## src/rtl/vib_uart_pkg.sv

```systemverilog
// Shared FSM encoding, default line-rate constants and a constant clog2 for the UART drain stage.
// Purely declarative; no timing or backpressure of its own.
package vib_uart_pkg;

  localparam int DEF_CLK_FREQ_HZ = 50_000_000;
  localparam int DEF_BAUD        = 115_200;

  typedef enum logic [2:0] {
    IDLE,
    READ,
    LOAD,
    START,
    DATA,
    STOP
  } state_t;

  function automatic int clog2(input int value);
    int r;
    int v;
    r = 0;
    v = value - 1;
    while (v > 0) begin
      r = r + 1;
      v = v >> 1;
    end
    return r;
  endfunction

endpackage

```

## src/rtl/fifo_uart_tx_baud_counter.sv

```systemverilog
// Loadable down-counter that stops at zero; tc is high while the count is zero (registered count, combinational tc).
// No backpressure: load wins over counting on any cycle.
module baud_counter #(
  parameter int CLKS_PER_BIT = 4,
  parameter int WIDTH        = 2
) (
  input  logic             clk,
  input  logic             rst,
  input  logic             load,
  input  logic [WIDTH-1:0] load_val,
  output logic [WIDTH-1:0] count,
  output logic             tc
);

  if (CLKS_PER_BIT < 2) begin : g_bad_cpb
    $error("CLKS_PER_BIT must be >= 2");
  end

  always_ff @(posedge clk or posedge rst) begin
    if (rst) begin
      count <= '0;
    end else if (load) begin
      count <= load_val;
    end else if (count != '0) begin
      count <= count - WIDTH'(1);
    end
  end

  assign tc = (count == '0);

endmodule

```

## src/rtl/fifo_uart_tx.sv

```systemverilog
// Pops one FIFO word (RD_HOLD-cycle strobe, one idle cycle) and sends it as UART 8N1, LSB first; tx falls RD_HOLD+1 cycles after the pop decision.
// No backpressure from the line: new pops are only taken in IDLE while enable is high and the FIFO is non-empty.
module fifo_uart_tx
  import vib_uart_pkg::*;
#(
  parameter int CLK_FREQ_HZ = DEF_CLK_FREQ_HZ,
  parameter int BAUD        = DEF_BAUD,
  parameter int DATA_WIDTH  = 8,
  parameter int RD_HOLD     = 2
) (
  input  logic                  sys_clock,
  input  logic                  reset,
  input  logic                  enable,
  input  logic                  fifo_empty,
  input  logic [DATA_WIDTH-1:0] fifo_data,
  output logic                  fifo_rd_en,
  output logic                  tx,
  output logic                  busy,
  output logic                  byte_done
);

  localparam int CLKS_PER_BIT = CLK_FREQ_HZ / BAUD;
  localparam int CNT_MAX      = (CLKS_PER_BIT > RD_HOLD) ? CLKS_PER_BIT : RD_HOLD;
  localparam int CW           = clog2(CNT_MAX);
  localparam int IW           = (DATA_WIDTH > 1) ? clog2(DATA_WIDTH) : 1;

  localparam logic [CW-1:0] BIT_LOAD  = CW'(CLKS_PER_BIT - 1);
  localparam logic [CW-1:0] HOLD_LOAD = CW'(RD_HOLD - 1);
  localparam logic [IW-1:0] LAST_BIT  = IW'(DATA_WIDTH - 1);

  if (RD_HOLD < 1) begin : g_bad_hold
    $error("RD_HOLD must be >= 1");
  end

  state_t                state;
  logic [DATA_WIDTH-1:0] shreg;
  logic [DATA_WIDTH-1:0] shreg_nxt;
  logic [IW-1:0]         bit_idx;
  logic                  go;
  logic                  cnt_load;
  logic [CW-1:0]         cnt_val;
  logic [CW-1:0]         count;
  logic                  tc;

  // The counter reloads on the same edge the FSM changes state, so every state starts a fresh period.
  always_comb begin
    go        = (state == IDLE) && enable && !fifo_empty;
    cnt_load  = go || (state == LOAD) || ((state != IDLE) && tc);
    cnt_val   = (state == IDLE) ? HOLD_LOAD : BIT_LOAD;
    shreg_nxt = shreg >> 1;
  end

  baud_counter #(
    .CLKS_PER_BIT (CLKS_PER_BIT),
    .WIDTH        (CW)
  ) u_baud (
    .clk      (sys_clock),
    .rst      (reset),
    .load     (cnt_load),
    .load_val (cnt_val),
    .count    (count),
    .tc       (tc)
  );

  always_ff @(posedge sys_clock or posedge reset) begin
    if (reset) begin
      state      <= IDLE;
      tx         <= 1'b1;
      fifo_rd_en <= 1'b0;
      busy       <= 1'b0;
      byte_done  <= 1'b0;
      shreg      <= '0;
      bit_idx    <= '0;
    end else begin
      byte_done <= 1'b0;
      case (state)
        IDLE: if (go) begin
          state      <= READ;
          fifo_rd_en <= 1'b1;
          busy       <= 1'b1;
        end
        READ: if (tc) begin
          state      <= LOAD;
          fifo_rd_en <= 1'b0;
        end
        // Strobe has been low one cycle; the FIFO's d_out still holds the popped word.
        LOAD: begin
          state <= START;
          shreg <= fifo_data;
          tx    <= 1'b0;
        end
        START: if (tc) begin
          state   <= DATA;
          tx      <= shreg[0];
          bit_idx <= '0;
        end
        DATA: if (tc) begin
          if (bit_idx == LAST_BIT) begin
            state <= STOP;
            tx    <= 1'b1;
          end else begin
            bit_idx <= bit_idx + IW'(1);
            shreg   <= shreg_nxt;
            tx      <= shreg_nxt[0];
          end
        end
        STOP: begin
          if (count == CW'(1)) byte_done <= 1'b1;
          if (tc) begin
            state   <= IDLE;
            busy    <= 1'b0;
            bit_idx <= '0;
          end
        end
        default: state <= IDLE;
      endcase
    end
  end

endmodule

```

## config.mk

```make
export PLATFORM = sky130hd
export DESIGN_NAME = fifo_uart_tx
export DESIGN_NICKNAME = d
export VERILOG_FILES = /design/src/rtl/vib_uart_pkg.sv /design/src/rtl/fifo_uart_tx_baud_counter.sv /design/src/rtl/fifo_uart_tx.sv
export SDC_FILE = /design/constraint.sdc
export NUM_CORES = 1
export LEC_CHECK = 0
export ABC_AREA = 1
export ABC_CLOCK_PERIOD_IN_PS = 3200
export BUFFER_PORTS_ARGS = -buffer_cell sky130_fd_sc_hd__buf_2
export CORE_MARGIN = 2
export CORE_UTILIZATION = 35
export CTS_BUF_LIST = sky130_fd_sc_hd__clkbuf_16
export CTS_CLUSTER_DIAMETER = 40
export DETAILED_ROUTE_END_ITERATION = 10
export HOLD_SLACK_MARGIN = 0.08
export SETUP_SLACK_MARGIN = 0.05
export SKIP_CTS_REPAIR_TIMING = 1
export SYNTH_ARGS = -nofsm -noshare
export SYNTH_HDL_FRONTEND = slang
export SYNTH_SLANG_ARGS = --single-unit
```

## constraint.sdc

```tcl
create_clock -name sys_clock -period 3.2 [get_ports sys_clock]
set_input_delay 0.64 -clock sys_clock [delete_from_list [all_inputs] [get_ports sys_clock]]
set_output_delay 0.64 -clock sys_clock [all_outputs]
set_load 0.005 [all_outputs]
```

==> impl_table.tex <==
\begin{tabular}{lr}
\hline
Metric & Value \\
\hline
\multicolumn{2}{l}{\textbf{Cells and area}} \\
\quad Filler-free cell count of the finished design & 279 \\
\quad Commonest cells after routing, fill and taps aside & nand2\_1 (58), inv\_1 (29), dfrtp\_1 (26) \\
\quad Ratio of cells with drive above 1 in the final layout & 0.172 \\
\quad Count of inserted antenna diode cells & 0 \\
\quad Area grow syn2layout & 12.7\% \\
\quad Most common cell after layout, fill and taps aside & nand2\_1 \\
\quad Net count reported at finish & 245 \\
\quad Layout fillers & 447 \\
\multicolumn{2}{l}{\textbf{Synthesis}} \\
\quad Combined area of all synthesized cells & 1600 sq um \\
\quad Per-instance average area after synthesis & 7.62 sq um \\
\quad Syn nets & 227 \\
\quad Register bit total from synthesis & 27 \\
\quad Distinct cell type count of the synthesized netlist & 29 \\
\quad Yosys warning total & 0 \\
\quad Cell count after synthesis & 210 \\
\quad Fraction of synthesis flops using an asynchronous set or reset pin & 1.00 \\
\quad EDFF count, synth & 0 \\
\quad Main synth FF type & dfrtp\_1 \\
\quad Sequential fraction of the synthesis area & 0.423 \\
\multicolumn{2}{l}{\textbf{Global route}} \\
\quad Global Route met2 Usage & 0.197 \\
\quad Met3 layer usage reported by global route & 0.0366 \\
\quad Busiest layer in global routing & met2 \\
\quad Global-route wire length before repair & 5260 um \\
\quad GR Overflow Total & 0 \\
\quad Number of antenna violations at the first check in global routing & 0 \\
\quad Total global-route track usage & 0.129 \\
\quad GR Util met1 & 0.179 \\
\quad Number of global-route vias before repair & 1161 \\
\quad Largest net degree at the start of global routing & 28 \\
\multicolumn{2}{l}{\textbf{Route}} \\
\quad WL/cell & 11.0 um \\
\quad Final antenna-violating net count & 0 \\
\quad Initial drt markers & 43 \\
\quad Vias/cell & 4.62 \\
\quad Number of remaining DRC errors & 0 \\
\quad Total via count after detailed routing & 1288 \\
\quad Post-detailed-routing wire length & 3060 um \\
\quad Length of the first detailed-routing pass in iterations & 4 \\
\multicolumn{2}{l}{\textbf{Floorplan}} \\
\quad Number of placed I/O pins & 16 \\
\quad Die ar. & 5130 sq um \\
\quad Core area & 4380 sq um \\
\quad Die X & 71.6 um \\
\quad Die extent in y & 71.6 um \\
\quad Initial core utilization & 0.365 \\
\quad Total number of placement rows & 24 \\
\multicolumn{2}{l}{\textbf{Clock network}} \\
\quad Clock slew at the register clock pins of the worst setup and hold paths & 0.07 ns \\
\quad Root Buffer & clkbuf\_16 \\
\quad Deepest clock path buffer count & 2 \\
\quad Cts bufs inserted & 3 \\
\quad Count of H-tree levels built during CTS & 1 \\
\quad CTS tree & done \\
\quad Number of clock sinks seen by CTS & 27 \\
\quad Worst skew pair latency & 0.27 ns \\
\multicolumn{2}{l}{\textbf{Worst setup path}} \\
\quad Crit path kind & reg2reg \\
\quad Endpoint class of the critical path & register \\
\quad Critical Path, Cell by Cell & inv\_1 -> ha\_1 -> nand2\_1 -> nor2\_1 -> nand2\_1 -> a21oi\_2 -> nand2\_1 -> o21ai\_1 -> inv\_1 \\
\quad Sum of buffers and inverters on the critical path & 2 \\
\quad Delay of the slowest cell on the worst path & 0.39 ns \\
\quad Top cell by count, worst path & nand2\_1 \\
\quad Delay-heaviest family, CP & simple AND/OR/NAND/NOR gates \\
\quad Arrival time worst endpoint & 1.82 ns \\
\quad Data required time at the worst endpoint & 3.36 ns \\
\quad Peak fanout along the critical path & 9 \\
\quad Kind of start point of the critical path & register \\
\quad Slowest stage cell, crit path & dfrtp\_1 \\
\multicolumn{2}{l}{\textbf{Job}} \\
\quad Number of violations of the max-capacitance limit & 0 \\
\multicolumn{2}{l}{\textbf{Power}} \\
\quad Total power divided by cell area & 366 nW/um\^{}2 \\
\quad Max IR drop VDD & 0.284 mV \\
\quad Post-layout total power & 0.000660 W \\
\quad Static Leakage & 0.964 nW \\
\multicolumn{2}{l}{\textbf{Place}} \\
\quad Worst Setup Slack post-DPL & 1.54 ns \\
\quad Placer congestion estimate & 0.820 \\
\quad Cell total after placement & 275 \\
\quad Placed wire-length estimate after detailed placement & 2240 um \\
\quad Port bufs & 15 \\
\multicolumn{2}{l}{\textbf{Timing}} \\
\quad Final total negative setup slack & 0 ns \\
\quad Final Hold Viols & 0 \\
\quad Final period util & 0.519 \\
\quad Minimum period implied by the final worst setup slack & 1.66 ns \\
\quad Maximum clock frequency & 603 MHz \\
\quad Post-route worst hold slack & 0.473 ns \\
\quad Final count of pins violating max slew & 0 \\
\quad Slew margin rel. & 0.318 \\
\quad Setup repair after global routing missed its margin & no \\
\quad Worst Clk Skew & 0.00890 ns \\
\quad Post-route setup slack & 1.54 ns \\
\quad Total setup violations reported at the end of the flow & 0 \\
\quad Worst-Margin Slew & 1.02 ns \\
\multicolumn{2}{l}{\textbf{Min path}} \\
\quad Worst Hold Class & reg2reg \\
\multicolumn{2}{l}{\textbf{Status}} \\
\quad Status & finished clean \\
\hline
\end{tabular}
## where the power goes
part           switching (W)  leakage [nW]  internal (W)
Clock               0.000119        0.0409      0.000169
Combinational      0.0000142         0.599     0.0000100
Sequential        0.00000134         0.324      0.000346
## sequential cells by signal, summed over array words and instances (netlist names)
signal	cells
state	3
tx	1
bit_idx	3
fifo_rd_en	1
byte_done	1
shreg	8
busy	1
u_baud.count	9
## cell families after synthesis
kind of cell               count (synthesis)  share of synthesized area
and+or+nand+nor                          107                      0.316
AOI/OAI and AO/OA                         36                      0.128
buffers and inverters                     33                     0.0829
DFF                                       27                      0.423
adders and majority gates                  5                     0.0391
xor gates and xnor gates                   2                     0.0109
## synthesized netlist by cell type (3+ instances only)
master | instances | area, sq um
nand2_1 | 58 | 218
inv_1 | 29 | 109
dfrtp_1 | 26 | 651
nor2_1 | 17 | 63.8
o21ai_0 | 14 | 70.1
nand3_1 | 11 | 55.1
a21oi_1 | 9 | 45.0
o21ai_1 | 8 | 40.0
ha_1 | 5 | 62.6
nand4_1 | 4 | 25.0
nand2_2 | 3 | 18.8
nand3_2 | 3 | 30.0
nor3_1 | 3 | 15.0
## metrics by stage
| stage | instance area [sq um] | util |
|---|---|---|
| finish | 1800 | 0.412 |
| global route | 1800 | 0.412 |
| CTS | 1800 | 0.412 |
| detailed placement | 1720 | 0.393 |
| global placement | 1720 | 0.393 |
| floorplan | 1600 | - |
## metal layers
metal | routed length [um] | share of wire
met4 | 22 | 0.0072
met2 | 1320 | 0.43
met5 | 0 | 0
met1 | 1600 | 0.52
met3 | 117 | 0.038
## worst paths after layout
path / cells past startpoint / to / slack, ns / from
max in group asynchronous: 2 / u_baud.count[0] / 1.97 / reset
min in group asynchronous: 2 / busy / 0.61 / reset
setup / recovery: 9 / fifo_rd_en / 1.54 / u_baud.count[0]
setup reg to reg: 9 / fifo_rd_en / 1.54 / u_baud.count[0]
hold / removal: 2 / tx / 0.47 / tx
hold reg to reg: 2 / tx / 0.47 / tx
## cell type report
class | instances | area, sq um | area share
Clock buffer | 3 | 75.1 | 0.0416
Clock inverter | 1 | 5.00 | 0.00277
Inverter | 31 | 116 | 0.0645
Multi-Input combinational cell | 150 | 791 | 0.438
Sequential cell | 27 | 677 | 0.375
Tap cell | 52 | 65.1 | 0.0361
Timing Repair Buffer | 15 | 75.1 | 0.0416
## worst register-to-register path, stage by stage, from the launching register on
cell and delay, ns:
dfrtp_1 0.39, inv_1 0.12, ha_1 0.18, nand2_1 0.05
nor2_1 0.09, nand2_1 0.24, a21oi_2 0.27, nand2_1 0.08
o21ai_1 0.09, inv_1 0.05
No activity file was read; power rests on OpenSTA's default activity.
